### src/rtl/reset_sequencer_pkg.sv
// Shared control definitions for the CPU reset and interrupt sequencers.
// State enum, default addresses and the fixed step order.
package reset_sequencer_pkg;

  typedef enum logic [3:0] {
    S_IDLE,
    S_DUMMY0,
    S_DUMMY1,
    S_STK0,
    S_STK1,
    S_STK2,
    S_VECLO,
    S_VECHI,
    S_LOAD
  } seq_state_t;

  localparam logic [7:0]  STACK_PAGE_DEFAULT   = 8'h01;
  localparam logic [15:0] RESET_VECTOR_DEFAULT = 16'hFFFC;
  localparam logic [15:0] NMI_VECTOR           = 16'hFFFA;
  localparam logic [15:0] IRQ_VECTOR           = 16'hFFFE;

  // Successor in the fixed 7-cycle sequence; IDLE is left only on request.
  function automatic seq_state_t next_step(seq_state_t s);
    seq_state_t n;
    n = S_IDLE;
    case (s)
      S_DUMMY0: n = S_DUMMY1;
      S_DUMMY1: n = S_STK0;
      S_STK0:   n = S_STK1;
      S_STK1:   n = S_STK2;
      S_STK2:   n = S_VECLO;
      S_VECLO:  n = S_VECHI;
      S_VECHI:  n = S_LOAD;
      default:  n = S_IDLE;
    endcase
    return n;
  endfunction

endpackage

### src/rtl/reset_sequencer_if.sv
// Bus and control bundle between the reset sequencer and the CPU core.
// master = sequencer side, slave = core side.
interface reset_sequencer_if;

  logic        enableFFs;
  logic        resetInjection;
  logic [15:0] pcIn;
  logic [7:0]  spIn;
  logic [7:0]  dataIn;
  logic [15:0] addressOut;
  logic        rw;
  logic        busy;
  logic [15:0] pcOut;
  logic        pcLoad;
  logic [7:0]  spOut;
  logic        spLoad;
  logic        setIFlag;

  modport master (
    input  enableFFs,
    input  resetInjection,
    input  pcIn,
    input  spIn,
    input  dataIn,
    output addressOut,
    output rw,
    output busy,
    output pcOut,
    output pcLoad,
    output spOut,
    output spLoad,
    output setIFlag
  );

  modport slave (
    output enableFFs,
    output resetInjection,
    output pcIn,
    output spIn,
    output dataIn,
    input  addressOut,
    input  rw,
    input  busy,
    input  pcOut,
    input  pcLoad,
    input  spOut,
    input  spLoad,
    input  setIFlag
  );

endinterface

### src/rtl/reset_sequencer.sv
// 6502-style 7-cycle reset sequence: dummy reads, suppressed pushes,
// vector fetch, then PC/SP load and I-flag set. Halts the decoder while busy.
module reset_sequencer
  import reset_sequencer_pkg::*;
#(
  parameter logic [7:0]  STACK_PAGE   = STACK_PAGE_DEFAULT,
  parameter logic [15:0] RESET_VECTOR = RESET_VECTOR_DEFAULT
) (
  input logic               clk,
  input logic               nrst,
  reset_sequencer_if.master bus
);

  seq_state_t state;
  logic [7:0] sp;
  logic [7:0] vec_lo;
  logic [7:0] vec_hi;

  always_ff @(posedge clk) begin
    if (!nrst) begin
      state  <= S_IDLE;
      sp     <= 8'h00;
      vec_lo <= 8'h00;
      vec_hi <= 8'h00;
    end else if (bus.enableFFs) begin
      case (state)
        S_IDLE: begin
          if (bus.resetInjection) begin
            state <= S_DUMMY0;
            sp    <= bus.spIn;
          end
        end
        // Pushes are read-only; only the pointer moves.
        S_STK0, S_STK1, S_STK2: begin
          sp    <= sp - 8'd1;
          state <= next_step(state);
        end
        S_VECLO: begin
          vec_lo <= bus.dataIn;
          state  <= next_step(state);
        end
        S_VECHI: begin
          vec_hi <= bus.dataIn;
          state  <= next_step(state);
        end
        default: state <= next_step(state);
      endcase
    end
  end

  always_comb begin
    bus.addressOut = 16'h0000;
    case (state)
      S_DUMMY0, S_DUMMY1:
        bus.addressOut = bus.pcIn;
      S_STK0, S_STK1, S_STK2:
        bus.addressOut = {STACK_PAGE, sp};
      S_VECLO:
        bus.addressOut = RESET_VECTOR;
      S_VECHI, S_LOAD:
        bus.addressOut = RESET_VECTOR + 16'd1;
      default:
        bus.addressOut = 16'h0000;
    endcase
  end

  logic load_now;
  assign load_now     = (state == S_LOAD) && bus.enableFFs;

  assign bus.rw       = 1'b1;
  assign bus.busy     = (state != S_IDLE);
  assign bus.pcOut    = {vec_hi, vec_lo};
  assign bus.spOut    = sp;
  assign bus.pcLoad   = load_now;
  assign bus.spLoad   = load_now;
  assign bus.setIFlag = load_now;

endmodule

### src/flat_wrapper.sv
// flat-port wrapper written by rule: the top's interface ports become plain ports
module reset_sequencer_flat import reset_sequencer_pkg::*;
#(
  parameter logic [7:0]  STACK_PAGE   = STACK_PAGE_DEFAULT,
  parameter logic [15:0] RESET_VECTOR = RESET_VECTOR_DEFAULT
)
  (clk, nrst, bus_enableFFs, bus_resetInjection, bus_pcIn, bus_spIn, bus_dataIn, bus_addressOut, bus_rw, bus_busy, bus_pcOut, bus_pcLoad, bus_spOut, bus_spLoad, bus_setIFlag);
  reset_sequencer_if bus_i ();
  input logic clk;
  input logic nrst;
  input wire logic [$bits(bus_i.enableFFs)-1:0] bus_enableFFs;
  input wire logic [$bits(bus_i.resetInjection)-1:0] bus_resetInjection;
  input wire logic [$bits(bus_i.pcIn)-1:0] bus_pcIn;
  input wire logic [$bits(bus_i.spIn)-1:0] bus_spIn;
  input wire logic [$bits(bus_i.dataIn)-1:0] bus_dataIn;
  output wire logic [$bits(bus_i.addressOut)-1:0] bus_addressOut;
  output wire logic [$bits(bus_i.rw)-1:0] bus_rw;
  output wire logic [$bits(bus_i.busy)-1:0] bus_busy;
  output wire logic [$bits(bus_i.pcOut)-1:0] bus_pcOut;
  output wire logic [$bits(bus_i.pcLoad)-1:0] bus_pcLoad;
  output wire logic [$bits(bus_i.spOut)-1:0] bus_spOut;
  output wire logic [$bits(bus_i.spLoad)-1:0] bus_spLoad;
  output wire logic [$bits(bus_i.setIFlag)-1:0] bus_setIFlag;
  assign bus_i.enableFFs = bus_enableFFs;
  assign bus_i.resetInjection = bus_resetInjection;
  assign bus_i.pcIn = bus_pcIn;
  assign bus_i.spIn = bus_spIn;
  assign bus_i.dataIn = bus_dataIn;
  assign bus_addressOut = bus_i.addressOut;
  assign bus_rw = bus_i.rw;
  assign bus_busy = bus_i.busy;
  assign bus_pcOut = bus_i.pcOut;
  assign bus_pcLoad = bus_i.pcLoad;
  assign bus_spOut = bus_i.spOut;
  assign bus_spLoad = bus_i.spLoad;
  assign bus_setIFlag = bus_i.setIFlag;
  reset_sequencer #(.STACK_PAGE(STACK_PAGE), .RESET_VECTOR(RESET_VECTOR)) u_core (.clk(clk), .nrst(nrst), .bus(bus_i));
endmodule
### config.mk
export PLATFORM = sky130hd
export DESIGN_NAME = reset_sequencer_flat
export DESIGN_NICKNAME = d
export VERILOG_FILES = /design/src/rtl/reset_sequencer_pkg.sv /design/src/rtl/reset_sequencer_if.sv /design/src/rtl/reset_sequencer.sv /design/src/flat_wrapper.sv
export SDC_FILE = /design/constraint.sdc
export NUM_CORES = 1
export LEC_CHECK = 0
export ABC_AREA = 1
export CORE_MARGIN = 2
export CORE_UTILIZATION = 38
export DETAILED_ROUTE_END_ITERATION = 8
export PLACE_DENSITY = 0.77
export SYNTH_ARGS = -nofsm -noshare
export SYNTH_HDL_FRONTEND = slang
export SYNTH_SLANG_ARGS = --single-unit
### constraint.sdc
create_clock -name clk -period 2.1 [get_ports clk]
set_input_delay 0.42 -clock clk [delete_from_list [all_inputs] [get_ports clk]]
set_output_delay 0.42 -clock clk [all_outputs]
set_load 0.05 [all_outputs]
# After elaboration in Yosys (flattened, before gate mapping)
# Cells that the tools add are included.
[op_classes]
n_reduce_logical = 11
n_addsub = 1
n_mux = 6
n_eq_ne = 9
[op_table]
columns = ["operator", "n"]
rows = [
  ["case mux 16 bit (4 select lines)", 1],
  ["equality test 4 x 3 -> 1 bit, second input constant", 4],
  ["case mux 8 bit (2 select lines)", 1],
  ["case mux 3 bit (5 select lines)", 1],
  ["case mux 4 bit (3 select lines)", 1],
  ["equality test 4 x 2 -> 1 bit, second input constant", 2],
  ["2-to-1 mux 8 bit", 1],
  ["subtractor 8 x 1 -> 8 bit, second input constant", 1],
  ["AND reduction 2 bit", 3],
  ["equality test 4 x 1 -> 1 bit, second input constant", 1],
  ["equality test 4 bit, second input constant", 1],
  ["logical NOT 4 bit", 1],
  ["2-to-1 mux 4 bit", 1],
  ["nonzero test 4 bit", 1],
  ["OR reduction 2 bit", 2],
  ["AND reduction 3 bit", 1],
  ["OR reduction 3 bit", 1],
  ["!= test 2 bit, second input constant", 1],
  ["nonzero test 2 bit", 1],
  ["logical AND 1 bit", 1],
]
[word_totals]
in_bits = 36
word_cells = 31
output_inout_bits = 45
register_bits = 28

# Depth between registers and ports, before layout
# Gate-level depths: netlist of run 1.
[logic_depth]
depth_word = 4
ltp_mapped = 10
ltp_nobuf = 10

# Least setup slack after synthesis of run 1
# Ideal clock, no wire load.
[synth_path]
kind = "register to output"
start = "register u_core.sp[1] (netlist: u_core.bus.spOut[1])"
end = "output port bus_addressOut[1]"
path_slack_ns = -0.230
n_path_buf = 0
required_time_ns = 1.680
stages_incl_launch_ff = 3
t_arrival_ns = 1.910
path_cell_list = "dfxtp_1 > inv_1 > o21ai_0"
[synth_between]
elab_chain_cells = 1
[synth_rtl]
columns = ["element", "line_no", "source"]
rows = [
  ["start: declaration", "reset_sequencer.sv:15", "logic [7:0] sp;"],
  ["start signal: assignment", "reset_sequencer.sv:30", "sp <= bus.spIn;"],
  ["start signal: assignment", "reset_sequencer.sv:35", "sp <= sp - 8'd1;"],
  ["case mux 16 bit (4 select lines)", "reset_sequencer.sv:53", "case (state)"],
  ["end: declaration", "flat_wrapper.sv:16", "output wire logic [$bits(bus_i.addressOut)-1:0] bus_addressOut;"],
]
# Every way passes these cells.

# Worst setup path after layout of run 1
[layout_path]
start = "register u_core.state[1]"
end = "output port bus_addressOut[5]"
[layout_between]
elab_chain_cells = 3
word_cells_on_any_way = 12
[layout_rtl]
columns = ["element", "line_no", "source"]
rows = [
  ["start: declaration", "reset_sequencer.sv:14", "seq_state_t state;"],
  ["start signal: assignment", "reset_sequencer.sv:36", "state <= next_step(state);"],
  ["start signal: assignment", "reset_sequencer.sv:40", "state <= next_step(state);"],
  ["start signal: assignment", "reset_sequencer.sv:44", "state <= next_step(state);"],
  ["equality test 4 x 2 -> 1 bit, or another cell as far along", "reset_sequencer.sv:53", ""],
  ["OR reduction 3 bit or OR reduction 2 bit (tied branches)", "--", ""],
  ["case mux 16 bit (4 select lines) (*)", "reset_sequencer.sv:53", ""],
]
# Mark *: on every way between the ends. The rest lies on a longest branch, timed or not.

==> impl_metrics.ini, run 1 <==
[status]
run_status = complete, no violations

[worst_setup_path]
worstRegToRegCells = 10
max_stage_delay_ps = 400
cp_max_fanout = 14
timing.critical_path.to = bus_addressOut[5]
crit_path_start_kind = register
slack_of_the_worst_reg_to_reg_path_ps = 610
slowest_stage = sky130_fd_sc_hd__dfxtp_2
timing.setup.critical_path_class = reg2out
cp-end-kind = primary output
critical_path_arrival_ps = 1620
crit_start = u_core.state[1]$_SDFFE_PN0P_
worst_path_cell_trace = inv_2, nor4_4, nor2_2, buf_6, o211ai_1, buf_12
crit_required_ps = 1680
worstReg2RegStart = u_core.bus.spOut[1]$_SDFFE_PN0P_
timing.rr.end = u_core.bus.spOut[4]$_SDFFE_PN0P_

[yosys]
post_synth.cell_area_avg_um2 = 6.35
syn_area_um2 = 1580
ys_seq_elements = 28
synth_sequential_area_ratio_pct = 35.6
synth.distinct_cells = 22
synth_cells = 248
synth_nets = 285
synthesis.yosys.warnings = 0

[detailed_routing]
remaining_drc_errors = 0
drtIter0Drc = 88
wl_um = 4630
ant_nets = 0
dr.pass1.iters = 4
detail_route.wl_per_cell_um = 12.3
vias = 1831
post_drt_via_cell_ratio = 4.88

[grt]
overflow = 0
grt_use_total_pct = 19.9
grt_antenna_before_repair = 0
first_pass_grt_wire_length_um = 7240
largest_net_degree_at_the_start_of_global_routing = 18
grt_pass1_vias = 1625

[timing]
setup_repair_after_global_routing_missed_its_margin = yes
setup-violations-final = 0
clock_skew_ps = 2.86
worst_slew_pin_slew_ps = 520
post-route-min-period_ps = 2040
post-route-period-util_pct = 96.9
final_hold_viol_count = 0
timing.final.ws_setup_ps = 64.8
maxClockFrequency_mhz = 491
pins_over_their_slew_limit = 0
timing.max_slew.rel_slack_pct = 65.2

[placed_design]
hpwl_after_dpl_um = 3640
preCtsSetupSlack_ps = 234
finalWeightedCongestion = 0.894
io_buffer_count = 79

[clocking]
ctsHtreeMaxLevel = 1
cts.repair_timing.setup_buffer_count = 0
tritoncts = built
clk_pin_slew_worst_paths_ps = 90
clk_root_buffer_cell = sky130_fd_sc_hd__clkbuf_8
clock_tree.buffer_depth = 2
clk-insertion-delay-late_ps = 260
cts_buffers = 3
holdBufCountCts = 0
clkSinkCount = 28

[final_layout]
areaGrowthSynthToFinish_pct = 70.0
layout-drive-gt1-share_pct = 15.4
antennaDiodeCount = 0
layout.core_utilization_pct = 66.9
num-nets-final = 364
final_cell_mix = sky130_fd_sc_hd__nand2_1 (73), sky130_fd_sc_hd__clkdlybuf4s50_1 (59), sky130_fd_sc_hd__a21oi_1 (27), sky130_fd_sc_hd__inv_1 (24), sky130_fd_sc_hd__dfxtp_1 (24)
layout.cells.most_common = sky130_fd_sc_hd__nand2_1
layout.filler_cells = 357

[die]
top_level_port_count = 81
floorplan.rows = 23
design.die.area_um2 = 4680
design.core.area_um2 = 4000
initial_core_util_pct = 39.4
die_x_um = 68.4
die_h_um = 68.4

[power_and_ir_drop]
post-layout-total-power_mw = 1.79
power.static_leakage_nw = 1.12
power_density_nw_per_um2 = 667
vdd_drop_max_mv = 0.421

[job]
timing.max_cap.violations = 0

[hold_path]
hold_crit_class = reg2reg
holdPathStages = 2
[cell usage after synthesis, drive strengths merged]
master	instances	share of area [%]
nand4	2	0.79
o21ai	18	5.7
inv	28	6.7
dfxtp	28	36
ha	1	0.79
a21oi	27	8.6
nand2	78	20
nor2	21	5.2
buf	11	5.3
clkbuf	2	0.48
nor3	2	0.64
o211ai	5	2.4
conb	1	0.24
nor4	1	0.79
nand3	23	7.3
[layout make-up]
class / count / area, um^2 / area share [%]
tap: 50 / 62.6 / 2.34
multi-input combinational: 179 / 857 / 32.0
sequential: 28 / 566 / 21.1
inverter: 28 / 109 / 4.07
clock buffer: 3 / 41.3 / 1.54
timing repair inverter: 1 / 7.51 / 0.280
timing repair buffer: 86 / 1030 / 38.6
[timing repair]
action	in CTS	in global routing
pin swaps	0	1
cloned	1	0
resized for setup	7	8
endpoints found under the setup margin	8	11
[cells by family after synthesis]
logic type | count (synthesis) | share of synthesized area (%)
fa+ha+maj | 1 | 0.794
flops | 28 | 35.6
other cells | 1 | 0.238
buf+inv | 41 | 12.5
simple gates | 127 | 34.2
compound gates | 50 | 16.7
[report_power, final]
| part | switching [mW] | total [mW] | leakage [nW] | internal [mW] |
|---|---|---|---|---|
| logic | 0.541 | 0.922 | 0.865 | 0.381 |
| clock network | 0.147 | 0.275 | 0.0216 | 0.128 |
| registers | 0.0317 | 0.589 | 0.229 | 0.557 |
| total | 0.719 | 1.79 | 1.12 | 1.07 |
[per-layer routing]
layer / vias up / wire [um] / track usage, %
met5: - / 0 / 0
met4: 0 / 28 / 5.25
met1: 815 / 2020 / 24.4
li1: 948 / - / -
met3: 2 / 465 / 5.43
met2: 66 / 2120 / 33.9
[flip-flops by register name, indices dropped and copies added, names as in the netlist]
register,cells
u_core.vec_lo,8
u_core.bus.spOut,8
u_core.vec_hi,8
u_core.state,4
[worst min path at each step]
stage,start,slack [ps],to
5_1_grt,u_core.vec_hi[7]$_SDFFE_PN0P_,480,u_core.vec_hi[7]$_SDFFE_PN0P_
3_3_place_gp,u_core.vec_hi[2]$_SDFFE_PN0P_,430,u_core.vec_hi[2]$_SDFFE_PN0P_
4_1_cts,u_core.vec_hi[3]$_SDFFE_PN0P_,450,u_core.vec_hi[3]$_SDFFE_PN0P_
2_1_floorplan,u_core.state[0]$_SDFFE_PN0P_,500,u_core.state[0]$_SDFFE_PN0P_
3_5_place_dp,u_core.vec_hi[3]$_SDFFE_PN0P_,430,u_core.vec_hi[3]$_SDFFE_PN0P_
6_report,u_core.vec_hi[3]$_SDFFE_PN0P_,440,u_core.vec_hi[3]$_SDFFE_PN0P_
[through the flow]
step,cells,hold slack (ps),instance area (um^2),setup TNS [ps]
floorplan,248,503,1580,0
global placement,371,431,2580,0
detailed placement,371,434,2580,0
CTS,375,448,2650,0
global route,375,482,2680,-7.12
finish,375,443,2680,0
[critical path, delay by kind of cell, from the launching register on]
kind,cells,cell delay (ps)
buf+inv,3,410
flops,1,400
simple gates,2,360
compound gates,1,170
(Power assumes the default switching activity.)
==> run 2: changes to the inputs <==
Settings changed: ABC_CLOCK_PERIOD_IN_PS from default to 2100, RECOVER_POWER from default to 25.
==> results of run 2 <==
Same layout as run 1: the final DEF is identical, and so are final timing and power.
==> run 3: changes to the inputs <==
Settings changed: CORE_UTILIZATION 38 to 40, PLACE_DENSITY 0.77 to 0.81.
==> run 3 against run 2 <==
  * Cell area rose by 0.33%
  * Hold slack improved by 4.1 ps
  * Die area fell by 4.7%
  * Utilization rose by 5.4 points
  * First-iteration DRC count rose by 15%
  * Cell count stayed put
==> impl_metrics.ini, run 3 (synthesis results as in run 1) <==
[status]
run_status = complete, no violations

[final_layout]
antennaDiodeCount = 0
final_cell_mix = sky130_fd_sc_hd__nand2_1 (74), sky130_fd_sc_hd__clkdlybuf4s50_1 (58), sky130_fd_sc_hd__a21oi_1 (26), sky130_fd_sc_hd__inv_1 (25), sky130_fd_sc_hd__dfxtp_1 (24)
layout.core_utilization_pct = 72.3
layout-drive-gt1-share_pct = 15.0
layout.cells.most_common = sky130_fd_sc_hd__nand2_1
areaGrowthSynthToFinish_pct = 70.5
layout.filler_cells = 310
num-nets-final = 365
finish.cell_count_without_fillers = 375

[clocking]
holdBufCountCts = 0
tritoncts = built
clk-insertion-delay-late_ps = 270
clk_root_buffer_cell = sky130_fd_sc_hd__clkbuf_8
clk_pin_slew_worst_paths_ps = 90
ctsHtreeMaxLevel = 1
clkSinkCount = 28
cts_buffers = 3
clock_tree.buffer_depth = 2

[grt]
overflow = 0
first_pass_grt_wire_length_um = 7580
largest_net_degree_at_the_start_of_global_routing = 18
grt_antenna_before_repair = 0
grt_pass1_vias = 1732
grt_use_total_pct = 21.8

[worst_setup_path]
timing.setup.critical_path_class = reg2out
worstReg2RegStart = u_core.state[3]$_SDFFE_PN0P_
max_stage_delay_ps = 400
crit_required_ps = 1680
worst_path_cell_trace = nor4_4, nor2_4, buf_6, o211ai_1, buf_12
crit_path_start_kind = register
critical_path_arrival_ps = 1610
cp_max_fanout = 10
slowest_stage = sky130_fd_sc_hd__dfxtp_4
cp_num_buf_inv = 2
critical_path.top_delay_family = simple AND/OR/NAND/NOR gates
cp-end-kind = primary output
crit_start = u_core.state[3]$_SDFFE_PN0P_

[timing]
setup-violations-final = 0
maxClockFrequency_mhz = 493
post-route-min-period_ps = 2030
timing.max_slew.rel_slack_pct = 62.2
setup_repair_after_global_routing_missed_its_margin = yes
post-route-period-util_pct = 96.6
worst_slew_pin_slew_ps = 567
clock_skew_ps = 5.77
final_hold_viol_count = 0
pins_over_their_slew_limit = 0

[placed_design]
finalWeightedCongestion = 0.812
io_buffer_count = 79
hpwl_after_dpl_um = 3700
placed_cells_incl_taps = 370

[detailed_routing]
wl_um = 4790
vias = 1871
drtIter0Drc = 101
ant_nets = 0
remaining_drc_errors = 0
post_drt_via_cell_ratio = 4.99
dr.pass1.iters = 4
detail_route.wl_per_cell_um = 12.8

[die]
design.die.area_um2 = 4460
die_x_um = 66.8
design.core.area_um2 = 3720
initial_core_util_pct = 42.4
top_level_port_count = 81
die_h_um = 66.8
floorplan.rows = 22

[power_and_ir_drop]
vdd_drop_max_mv = 0.634
power_density_nw_per_um2 = 680
power.static_leakage_nw = 1.12

[hold_path]
min-delay-start = u_core.vec_hi[2]$_SDFFE_PN0P_
hold_crit_class = reg2reg

[job]
timing.max_cap.violations = 0
run 3: cell types whose count changed in the layout (fill, tap and decap cells not counted), sizes merged:
cell	previous run	this run
inv	27	28
dlygate4sd3	0	1
clkinvlp	2	0
buf	27	28
clkdlybuf4s50	59	58
clkbuf	3	5
run 3: worst paths after layout:
path                                                          to  slack, ps  cells after the start
worst max-delay path                           bus_addressOut[6]         70                      5
worst min-delay path               u_core.vec_hi[2]$_SDFFE_PN0P_        450                      2
worst max register to register  u_core.bus.spOut[0]$_SDFFE_PN0P_        580                      8
worst min register to register     u_core.vec_hi[2]$_SDFFE_PN0P_        450                      2
run 3: cell type report:
| cell class | instances | area [um^2] | area share (%) |
|---|---|---|---|
| multi-input combinational | 179 | 841 | 31.3 |
| sequential | 28 | 573 | 21.3 |
| tap | 48 | 60.1 | 2.24 |
| clock buffer | 4 | 55.1 | 2.05 |
| inverter | 28 | 108 | 4.01 |
| timing repair buffer | 88 | 1050 | 39.1 |
run 3: worst min-delay path, cell delays in order (launching register included):
cell,delay (ps)
sky130_fd_sc_hd__dfxtp_1,320
sky130_fd_sc_hd__inv_1,50
sky130_fd_sc_hd__a21oi_1,50
run 3: metal layers:
metal | global-route usage [%] | up-vias | share of wire, %
met5 | 0 | - | 0
met4 | 6.63 | 0 | 0.96
met3 | 4.73 | 4 | 9.4
met2 | 37.9 | 74 | 48
met1 | 26.7 | 841 | 42
li1 | - | 952 | -
run 3: repair_timing:
item                       4_1_cts  5_1_grt
setup endpoints to repair       10       13
pin swaps                        0        2
resized for setup                6       11
buffers inserted                 0        1
run 3: report_power, final:
part,total [mW],switching (mW),leakage [nW],internal [mW]
registers,0.588,0.0322,0.230,0.556
clock network,0.319,0.152,0.0288,0.168
logic,0.920,0.537,0.860,0.384
run 3: metrics by stage:
step | setup TNS [ps] | total power [mW] | area [um^2] | hold slack [ps] | setup slack (ps)
floorplan | 0 | 1.11 | 1580 | 503 | 16.5
global placement | 0 | 1.49 | 2580 | 429 | 298
detailed placement | 0 | 1.51 | 2580 | 436 | 224
CTS | 0 | 1.83 | 2660 | 450 | 17.5
global route | -20.6 | 1.94 | 2690 | 468 | -11.0
finish | 0 | 1.83 | 2690 | 448 | 72.4
